## src/rtl/sha2_padder.sv

```systemverilog
// rtl/sha2_padder.sv - SHA-2 message padder feeding 16-word blocks to the message schedule
//
// Turns a stream of big-endian message words into padded SHA-2 blocks:
// message words, a 0x80 marker byte, zero fill, then the 2*WIDTH-bit
// message bit length in the last two words of the final block.
//
// Ports:
//   clk        sole clock, rising edge
//   rst        asynchronous active-low reset
//   in_data    message word, first byte in the MSBs
//   in_bytes   valid bytes in in_data (MSB-aligned); 0 only with in_last
//   in_last    final message word
//   in_valid   input word valid
//   in_ready   padder accepts a word this cycle (registered)
//   blk_ack    downstream ready for the next 16-word block
//   out_data   padded word
//   out_load   out_data valid
//   out_block  pulse with word 15 of every block
//   out_done   pulse with word 15 of the final block
//   err        (only with SHA2_PADDER_ERR_EN) sticky input/length error
//
// Build option: define SHA2_PADDER_ERR_EN to add the err output.

module sha2_padder #(
    parameter int WIDTH = 32,
    parameter int MODE  = 256
) (
    input  logic                       clk,
    input  logic                       rst,
    input  logic [WIDTH-1:0]           in_data,
    input  logic [$clog2(WIDTH/8):0]   in_bytes,
    input  logic                       in_last,
    input  logic                       in_valid,
    output logic                       in_ready,
    input  logic                       blk_ack,
    output logic [WIDTH-1:0]           out_data,
    output logic                       out_load,
    output logic                       out_block,
`ifdef SHA2_PADDER_ERR_EN
    output logic                       out_done,
    output logic                       err
`else
    output logic                       out_done
`endif
);

    localparam int NB = WIDTH / 8;
    localparam int BW = $clog2(NB) + 1;
    localparam int LW = 2 * WIDTH;

    // MODE only names the digest; WIDTH alone sets the datapath. Legal
    // pairings are 32/224, 32/256, 64/384 and 64/512.
    if (!((WIDTH == 32 && (MODE == 224 || MODE == 256)) ||
          (WIDTH == 64 && (MODE == 384 || MODE == 512)))) begin : g_unsupported_mode
    end

    typedef enum logic [2:0] {IDLE, MSG, PAD80, PADZ, LENHI, LENLO, WAIT} state_t;

    state_t          state;
    state_t          saved;
    logic [3:0]      idx;
    logic [LW-1:0]   len;

    logic            accept;
    logic            partial;
    logic [LW:0]     len_sum;
    logic [WIDTH-1:0] pad_word;
    logic            emit;
    logic [WIDTH-1:0] word;
    state_t          follow;

    assign accept  = in_valid & in_ready;
    assign partial = in_bytes < BW'(NB);
    // Extra top bit is the carry out, i.e. length overflow.
    assign len_sum = {1'b0, len} + (LW + 1)'({in_bytes, 3'b000});

    // Keep the valid bytes, put 0x80 right after them, clear the rest.
    always_comb begin
        pad_word = '0;
        for (int i = 0; i < NB; i++) begin
            if (BW'(i) < in_bytes)
                pad_word[WIDTH-1-8*i -: 8] = in_data[WIDTH-1-8*i -: 8];
            else if (BW'(i) == in_bytes)
                pad_word[WIDTH-1-8*i -: 8] = 8'h80;
        end
    end

    // Word emitted this cycle and the state that follows it. Once the
    // 0x80 has gone out, index 13 is the last slot before the length
    // pair; anything later rolls the length into a fresh block.
    always_comb begin
        emit   = 1'b0;
        word   = '0;
        follow = state;
        case (state)
            IDLE, MSG: begin
                emit = accept;
                if (!in_last) begin
                    word   = in_data;
                    follow = MSG;
                end else if (partial) begin
                    word   = pad_word;
                    follow = (idx == 4'd13) ? LENHI : PADZ;
                end else begin
                    word   = in_data;
                    follow = PAD80;
                end
            end
            PAD80: begin
                emit   = 1'b1;
                word   = {8'h80, {(WIDTH-8){1'b0}}};
                follow = (idx == 4'd13) ? LENHI : PADZ;
            end
            PADZ: begin
                emit   = 1'b1;
                follow = (idx == 4'd13) ? LENHI : PADZ;
            end
            LENHI: begin
                emit   = 1'b1;
                word   = len[LW-1:WIDTH];
                follow = LENLO;
            end
            LENLO: begin
                emit   = 1'b1;
                word   = len[WIDTH-1:0];
                follow = IDLE;
            end
            default: ;
        endcase
    end

    always_ff @(posedge clk or negedge rst) begin
        if (!rst) begin
            state     <= IDLE;
            saved     <= IDLE;
            idx       <= 4'd0;
            len       <= '0;
            out_data  <= '0;
            out_load  <= 1'b0;
            out_block <= 1'b0;
            out_done  <= 1'b0;
            in_ready  <= 1'b0;
        end else begin
            out_load  <= 1'b0;
            out_block <= 1'b0;
            out_done  <= 1'b0;
            if (accept)
                len <= len_sum[LW-1:0];
            if (state == WAIT) begin
                in_ready <= 1'b0;
                if (blk_ack) begin
                    state    <= saved;
                    in_ready <= (saved == IDLE) || (saved == MSG);
                    if (saved == IDLE) begin
                        len <= '0;
                        idx <= 4'd0;
                    end
                end
            end else if (emit) begin
                out_data <= word;
                out_load <= 1'b1;
                idx      <= idx + 4'd1;
                if (idx == 4'd15) begin
                    state     <= WAIT;
                    saved     <= follow;
                    out_block <= 1'b1;
                    out_done  <= (state == LENLO);
                    in_ready  <= 1'b0;
                end else begin
                    state    <= follow;
                    in_ready <= (follow == IDLE) || (follow == MSG);
                end
            end else begin
                in_ready <= (state == IDLE) || (state == MSG);
            end
        end
    end

`ifdef SHA2_PADDER_ERR_EN
    always_ff @(posedge clk or negedge rst) begin
        if (!rst)
            err <= 1'b0;
        else if (accept && ((in_bytes > BW'(NB)) ||
                            (in_bytes == '0 && !in_last) ||
                            len_sum[LW]))
            err <= 1'b1;
    end
`endif

endmodule

```

## config.mk

```make
export PLATFORM = sky130hd
export DESIGN_NAME = sha2_padder
export DESIGN_NICKNAME = d
export VERILOG_FILES = /design/src/rtl/sha2_padder.sv
export SDC_FILE = /design/constraint.sdc
export NUM_CORES = 1
export LEC_CHECK = 0
export BUFFER_PORTS_ARGS = -buffer_cell sky130_fd_sc_hd__buf_2
export CAP_MARGIN = 5
export CORE_UTILIZATION = 30
export CTS_BUF_LIST = sky130_fd_sc_hd__clkbuf_16
export DETAILED_ROUTE_END_ITERATION = 16
export PLACE_DENSITY_LB_ADDON = 0.05
export SLEW_MARGIN = 20
export SYNTH_ARGS = -nofsm -noshare
export SYNTH_HDL_FRONTEND = slang
export SYNTH_SLANG_ARGS = --single-unit
```

## constraint.sdc

```tcl
create_clock -name clk -period 3.3 [get_ports clk]
set_input_delay 0.495 -clock clk [delete_from_list [all_inputs] [get_ports clk]]
set_output_delay 0.495 -clock clk [all_outputs]
set_load 0.1 [all_outputs]
```

Word-level counts from Yosys, hierarchy flattened

Index checks and enable logic that the tools add are counted.

Bits in registers: 110
Output and inout bits: 36
Logic and storage cells: 88

Add/subtract/negate cells: 2
Order comparisons: 5
Eq/ne operators: 15
Muxes and demuxes: 40
Bitwise gates (word level): 2
Reduce and logical (&&, ||, !) cells: 15

Operators by type and width:

| operator              | number |
|---|---|
| $mux W64              | 4 |
| $pmux W32 S4          | 1 |
| $add A64 B6 Y64       | 1 |
| $mux W32              | 2 |
| $mux W8               | 8 |
| $mux W3               | 7 |
| $mux W4               | 4 |
| $logic_not A3 Y1      | 4 |
| $mux W1               | 12 |
| $pmux W3 S4           | 1 |
| $eq A3 B1 Y1 const B  | 3 |
| $eq A3 B3 Y1 const B  | 3 |
| $eq A4 B4 Y1 const B  | 2 |
| $eq A2 B3 Y1 const A  | 2 |
| $eq A3 B2 Y1 const B  | 2 |
| $lt A1 B3 Y1 const A  | 2 |
| $lt A2 B3 Y1 const A  | 2 |
| $reduce_and A3 Y1     | 2 |
| $add A4 B1 Y4 const B | 1 |
| $reduce_and A2 Y1     | 2 |
| $reduce_or A2 Y1      | 2 |
| $reduce_or A4 Y1      | 1 |
| $eq A1 B3 Y1 const A  | 1 |
| $logic_or A1 B1 Y1    | 3 |
| other kinds (7)       | 7 |

Longest topological paths before layout

Gate-level depths: netlist of run 1.

Word-level depth: 10
Mapped depth: 8
Mapped depth without buffers: 7

Worst setup path before layout of run 1

Ideal clock, no wire load.

Kind: register to register
Start point: register in_ready
End point: register len[62]
Setup time: 78 ps
Data arrival time: 2704 ps
Slack: 518 ps
Cell stages (with the launch flop): 7
Path buffers: 1
Period minus slack after synthesis: 2782 ps
Cells stage by stage: dfrtp_1 > o211ai_1 > nor4_4 > nand2_1 > buf_2 > or4_1 > a21oi_1

Cells in the longest elaborated chain, start to end: 5

RTL lines:

| element                | line | RTL |
|---|---|---|
| start, declared        | 34   | `output logic in_ready,` |
| start signal, assigned | 153  | `in_ready <= (saved == IDLE) \|\| (saved == MSG);` |
| start signal, assigned | 171  | `in_ready <= (follow == IDLE) \|\| (follow == MSG);` |
| start signal, assigned | 174  | `in_ready <= (state == IDLE) \|\| (state == MSG);` |
| $and A1 B1 Y1 (*)      | 72   | `assign accept = in_valid & in_ready;` |
| $mux W64 (*)           | 147  | `if (accept)` |
| $mux W64               | 154  | `if (saved == IDLE) begin` |
| $mux W64               | 151  | `if (blk_ack) begin` |
| $mux W64 (*)           | 149  | `if (state == WAIT) begin` |
| end signal, assigned   | 148  | `len <= len_sum[LW-1:0];` |
| end, declared          | 62   | `logic [LW-1:0] len;` |

Every way passes the cells marked *; elsewhere a longest branch is shown, timed or not.
A chain may end at the register's enable or synchronous reset.

Worst setup path in the final report of run 1

Start point: register len[3]
End point: register len[61]

Cells in the longest elaborated chain, start to end: 5

RTL lines:

| element             | line | RTL |
|---|---|---|
| $add A64 B6 Y64 (*) | 75   | `assign len_sum = {1'b0, len} + (LW + 1)'({in_bytes, 3'b000});` |
| $mux W64 (*)        | 147  |  |
| $mux W64            | 154  |  |
| $mux W64            | 151  |  |
| $mux W64 (*)        | 149  |  |

Marked as above.

==> results_dict.tcl, run 1 <==
set metrics [dict create \
    status "complete, no violations" \
    clk_pin_slew_worst_paths_ns 0.08 \
    diodes 0 \
    cp.required_ns 3.58 \
    place_area_mm2 0.00621 \
    drt-total-wl_um 16700 \
    final_max_slew_viol_count 0 \
    dr_total_vias 4776 \
    holdBufCountCts 0 \
    drt-pass1-iter-count 5 \
    rr_worst_depth 7 \
    post-dp-hpwl_um 11800 \
    synth-main-ff-cell "dfrtp_1" \
    max_cap_viol_count 0 \
    vdd_drop_max_v 0.00103 \
    hold_viol_final 0 \
    rrSetupSlack_ns 0.63 \
    seq_area_frac_synth_pct 48.5 \
    drc 0 \
    synth_nets 630 \
    total_power_w 0.00563 \
    power_frac_clock_pct 18.3 \
    die_x_um 138 \
    max_slew.worst_pin.slew_ns 0.823 \
    end_kind "flip-flop" \
    htreeDepth 3 \
    clockBufferDepth 2 \
    globalplace.congestion 0.756 \
    dieArea_mm2 0.0190 \
    antenna_found_initial 0 \
    cp_data_arrival_time_ns 2.95 \
    numCtsBuffers 9 \
    synth-seq-cells 107 \
    p_per_area_mw_per_mm2 867 \
    cts-root-buf "clkbuf_16" \
    finalCritPeriodShare_pct 80.9 \
    r2r_start "len[3]" \
    critical_path.slowest_cell "or4_4" \
    core-area_mm2 0.0180 \
    cts_tree "built" \
    synth_top_area_cell "dfrtp_1" \
    grt_pass1_wl_um 26300 \
    final_common_cell "dfrtp_1" \
    grt-ovfl-total 0 \
    finish.utilization_pct 36.0 \
    yosys.cell_types.count 49 \
    grt_max_degree 59 \
    nets 698 \
    synth_cells 584 \
    hold_class "in2async" \
    final_cell_mix "dfrtp_1 (107), buf_2 (74), nand2_1 (70)" \
    async_reset_ff_share_pct 100 \
    synthTopCellsByArea "dfrtp_1 (48%), nand2_1 (4.8%), o21ai_0 (4.2%), a222oi_1 (3.8%), nor2_1 (3.8%)" \
    crit_path_cell_trace "ha_1 > fa_1 > a21oi_1 > or4_4 > or2_0 > or4_1 > a21oi_1" \
    initial_core_util_pct 30.6 \
    via_per_inst 5.39 \
    synth_edf_count 0 \
    p_seq_share_pct 33.2 \
    critical_path.max_stage_delay_ns 0.61 \
    io_pins 76 \
    wl_per_cell_um 18.8 \
    p_leak_nw 2.85 \
    layout-drive-gt1-share_pct 18.3 \
    cts_setup_buffers 0 \
    finClkSkew_ns 0.00884 \
    drt_iter0_drc 372 \
    synth_warnings 0 \
    setup_viol 0 \
    cts_sinks 107 \
    syn_to_final_growth_pct 17.5 \
    p_switching_w 0.00296 \
    switching_share_pct 52.6 \
    netlist_area_mm2 0.00552 \
    clock_latency_ns 0.36 \
    cts_resized 0 \
    crit_fanout 13 \
    fin_area_mm2 0.00649 \
    crit_type "reg2reg" \
    grt_setup_unrepaired "false" \
    gr-usage-all-layers_pct 18.6 \
    clock.fmax_ghz 0.374 \
    start_kind "flip-flop" \
    rr_endpoint "len[61]" \
    dieHeight_um 138 \
    avgSynthCellArea_um2 9.46 \
    rows 49 \
    synth_top_area_share_pct 48.5 \
    intPower_w 0.00267 \
    slew_headroom_pct 44.8 \
    min_period_ns 2.67 \
    cpMostUsedCell "a21oi_1" \
    portBuffers 75 \
    grt_pass1_vias 4595 \
    p_comb_share_pct 48.4 \
    ant_nets 0 \
    setup_tns_ns 0 \
]
[cell type report]
cell class              instances  area [um2]
fillers                      1863       11500
multi-input cells             436        2710
clock buffers                   9         225
well taps                     229         287
flip-flops and latches        107        2680
clock inverters                 7        45.0
repair buffers                 89         508
inverters                       9        33.8
[Yosys cell counts, types with 5 or more instances]
cell      number
dfrtp_1      107
nand2_1       70
nor2_1        56
o21ai_0       46
a21oi_1       29
clkbuf_1      29
xor2_1        22
a222oi_1      21
nand3_1       19
xnor2_1       19
nand4_1       17
nor3_1        13
and3_1        12
nor4_1        11
o31ai_1       11
or4_1         11
inv_1          9
and4_1         7
or3_1          7
a22oi_1        6
nand2b_1       6
a211oi_1       5
ha_1           5
nor2b_1        5
[state kept, by name, summed over array words and instances, names as in the netlist]
signal / cells
len: 61
saved: 3
out_load: 1
out_data: 32
in_ready: 1
idx: 4
out_done: 1
state: 3
out_block: 1
[through the flow]
step | hold slack, ns | worst slack, ns | cells
CTS | 0.254 | 0.629 | 886
finish | 0.210 | 0.629 | 886
floorplan | 0.199 | 0.518 | 584
global placement | 0.459 | 0.527 | 870
detailed placement | 0.467 | 0.483 | 870
global route | 0.274 | 0.517 | 886
[critical path, delay by kind of cell (launching register included)]
family,cells,cell delay (ns)
flip-flops,1,0.42
AO/OA/AOI/OAI,2,0.30
AND/OR/NAND/NOR,3,1.44
adder cells (fa/ha/maj),2,0.44
[logic make-up after synthesis]
logic type,Yosys count,synth area share (%)
compound gates,133,15.7
xor+xnor,41,6.50
fa+ha+maj,6,1.50
buf+inv,41,2.83
flops,107,48.5
mux,5,0.952
simple gates,251,24.0
[per-layer routing]
metal  track usage (%)  wire length, um
met1              26.5             8190
met2              28.3             7490
met3              2.80              704
met4              7.02              278
met5                 0                0
[power by group through the flow]
stage          sequential [W]  combinational, W  clock (W)
2_1_floorplan         0.00311          0.000852          0
3_3_place_gp          0.00189           0.00273          0
3_5_place_dp          0.00190           0.00274          0
4_1_cts               0.00187           0.00275    0.00106
5_1_grt               0.00192           0.00291    0.00112
6_report              0.00187           0.00273    0.00103
[worst max-delay path by stage]
stage / slack [ns] / end / from
detailed placement: 0.48 / len[61] / in_bytes[0]
floorplan: 0.52 / len[62] / in_ready
global route: 0.52 / len[61] / len[3]
CTS: 0.63 / len[61] / len[3]
finish: 0.63 / len[61] / len[3]
global placement: 0.53 / len[57] / in_bytes[0]
No activity file was read; power rests on OpenSTA's default activity.
==> inputs of run 2 (changes only) <==
==> constraint.sdc (replaced) <==
create_clock -name clk -period 2.5 [get_ports clk]
set_input_delay 0.375 -clock clk [delete_from_list [all_inputs] [get_ports clk]]
set_output_delay 0.375 -clock clk [all_outputs]
set_load 0.1 [all_outputs]
==> results_dict.tcl, run 2 (same netlist as run 1, synthesis figures left out) <==
set metrics [dict create \
    status "complete, no violations" \
    regMostFlops "len" \
    io_pins 76 \
    drt-pass1-iter-count 7 \
    slew_headroom_pct 28.6 \
    p_per_area_mw_per_mm2 1140 \
    cts_tree "built" \
    p_switching_w 0.00392 \
    finalCritPeriodShare_pct 97.0 \
    cts_sinks 107 \
    final_common_cell "dfrtp_1" \
    crit_fanout 8 \
    diodes 0 \
    final_cell_mix "dfrtp_1 (106), buf_2 (74), nand2_1 (70)" \
    clock.fmax_ghz 0.412 \
    clk_pin_slew_worst_paths_ns 0.07 \
    initial_core_util_pct 30.6 \
    wl_per_cell_um 18.8 \
    numCtsBuffers 9 \
    vdd_drop_max_v 0.000997 \
    r2r_start "len[5]" \
    via_per_inst 5.30 \
    end_kind "flip-flop" \
    top_regs "len (61), out_data (32), idx (4)" \
    grt_pass1_wl_um 27100 \
    hold_depth 3 \
    setup_slack_ns 0.0751 \
    grt_use_met2_pct 29.8 \
    hold_class "in2reg" \
    final_max_slew_viol_count 0 \
    layout-drive-gt1-share_pct 22.3 \
    place_area_mm2 0.00646 \
    critPathLaunch "len[5]" \
    gr-usage-all-layers_pct 19.2 \
    dr_total_vias 4867 \
    drt-total-wl_um 17300 \
    setup_viol 0 \
    fillerInstances 1873 \
    crit_type "reg2reg" \
    dieHeight_um 138 \
    globalplace.congestion 0.820 \
    met3_usage_pct 2.50 \
    finClkSkew_ns 0.00717 \
    hold_ws_ns 0.322 \
    antenna_found_initial 0 \
    dieArea_mm2 0.0190 \
    power_frac_clock_pct 20.9 \
    grt_pass1_vias 4748 \
    clock_latency_ns 0.35 \
    max_cap_viol_count 0 \
    rr_worst_depth 6 \
    p_seq_share_pct 31.1 \
    drc 0 \
    intPower_w 0.00390 \
    dp_worst_setup_slack_ns -0.105 \
    portBuffers 75 \
    grt-ovfl-total 0 \
    min_from "in_data[1]" \
    cp_data_arrival_time_ns 2.70 \
    die_x_um 138 \
    top_usage_layer "met2" \
    htreeDepth 3 \
    min_period_ns 2.42 \
    drt_iter0_drc 391 \
    hold_viol_final 0 \
    clockBufferDepth 2 \
    grt_max_degree 67 \
    core-area_mm2 0.0180 \
    p_leak_nw 3.05 \
    cts-root-buf "clkbuf_16" \
    start_kind "flip-flop" \
    syn_to_final_growth_pct 24.0 \
    nets 731 \
    max_slew.worst_pin.slew_ns 1.06 \
    use_met1_pct 27.5 \
    fin_area_mm2 0.00685 \
    finish.utilization_pct 38.0 \
    switching_share_pct 50.1 \
    largest_reg_flops 61 \
    post-dp-hpwl_um 12500 \
    cp.required_ns 2.78 \
    rows 49 \
    ant_nets 0 \
    p_comb_share_pct 48.0 \
]
run 2: power groups by stage:
stage                     clock network, W  registers (W)  logic, W
after global placement                   0        0.00245   0.00372
after detailed placement                 0        0.00245   0.00375
after CTS                          0.00168        0.00243   0.00375
after global routing               0.00175        0.00249   0.00400
final                              0.00164        0.00243   0.00375
after floorplan                          0        0.00410   0.00112
run 2: worst paths after layout:
kind / end / slack, ns
max: len[61] / 0.08
min: out_data[1] / 0.32
max reg2reg: len[61] / 0.08
min reg2reg: out_data[18] / 0.48
max in group asynchronous: len[39] / 1.39
min in group asynchronous: out_done / 0.44
run 2: what timing repair did:
| item | 4_1_cts | 5_1_grt |
|---|---|---|
| hold buffers | 1 | 0 |
| pin swaps | 1 | 0 |
| endpoints found under the hold margin | 15 | 0 |
| setup buffers | 1 | 1 |
| gates resized for setup | 1 | 5 |
| cloned | 0 | 0 |
| setup endpoints to repair | 6 | 12 |
run 2: critical path, stage by stage, from the launching register on:
cell and delay, ns:
dfrtp_1 0.46, ha_4 0.32, a21oi_1 0.08, or4_4 0.52
or2_1 0.34, or4_1 0.45, a21oi_1 0.17
run 2: area by class of cell:
type / instances / area (um2) / area share (%)
clock buffers: 9 / 225 / 3.29
clock inverters: 7 / 109 / 1.59
inverters: 9 / 33.8 / 0.493
multi-input cells: 436 / 2730 / 39.9
flip-flops and latches: 107 / 2680 / 39.1
well taps: 229 / 287 / 4.18
repair buffers: 122 / 783 / 11.4
run 2: per-stage QoR:
step / instances / setup TNS [ns] / power, W
CTS: 918 / 0 / 0.00786
detailed placement: 900 / -1.20 / 0.00620
global placement: 900 / -0.214 / 0.00617
floorplan: 584 / 0 / 0.00523
finish: 919 / 0 / 0.00782
global route: 919 / -0.00609 / 0.00824
run 2: layer usage:
layer  share of wire, %  up-vias
met5                  0        -
met4                1.4        0
met3                3.7       12
met2                 46      100
met1                 49     2408
li1                   -     2347
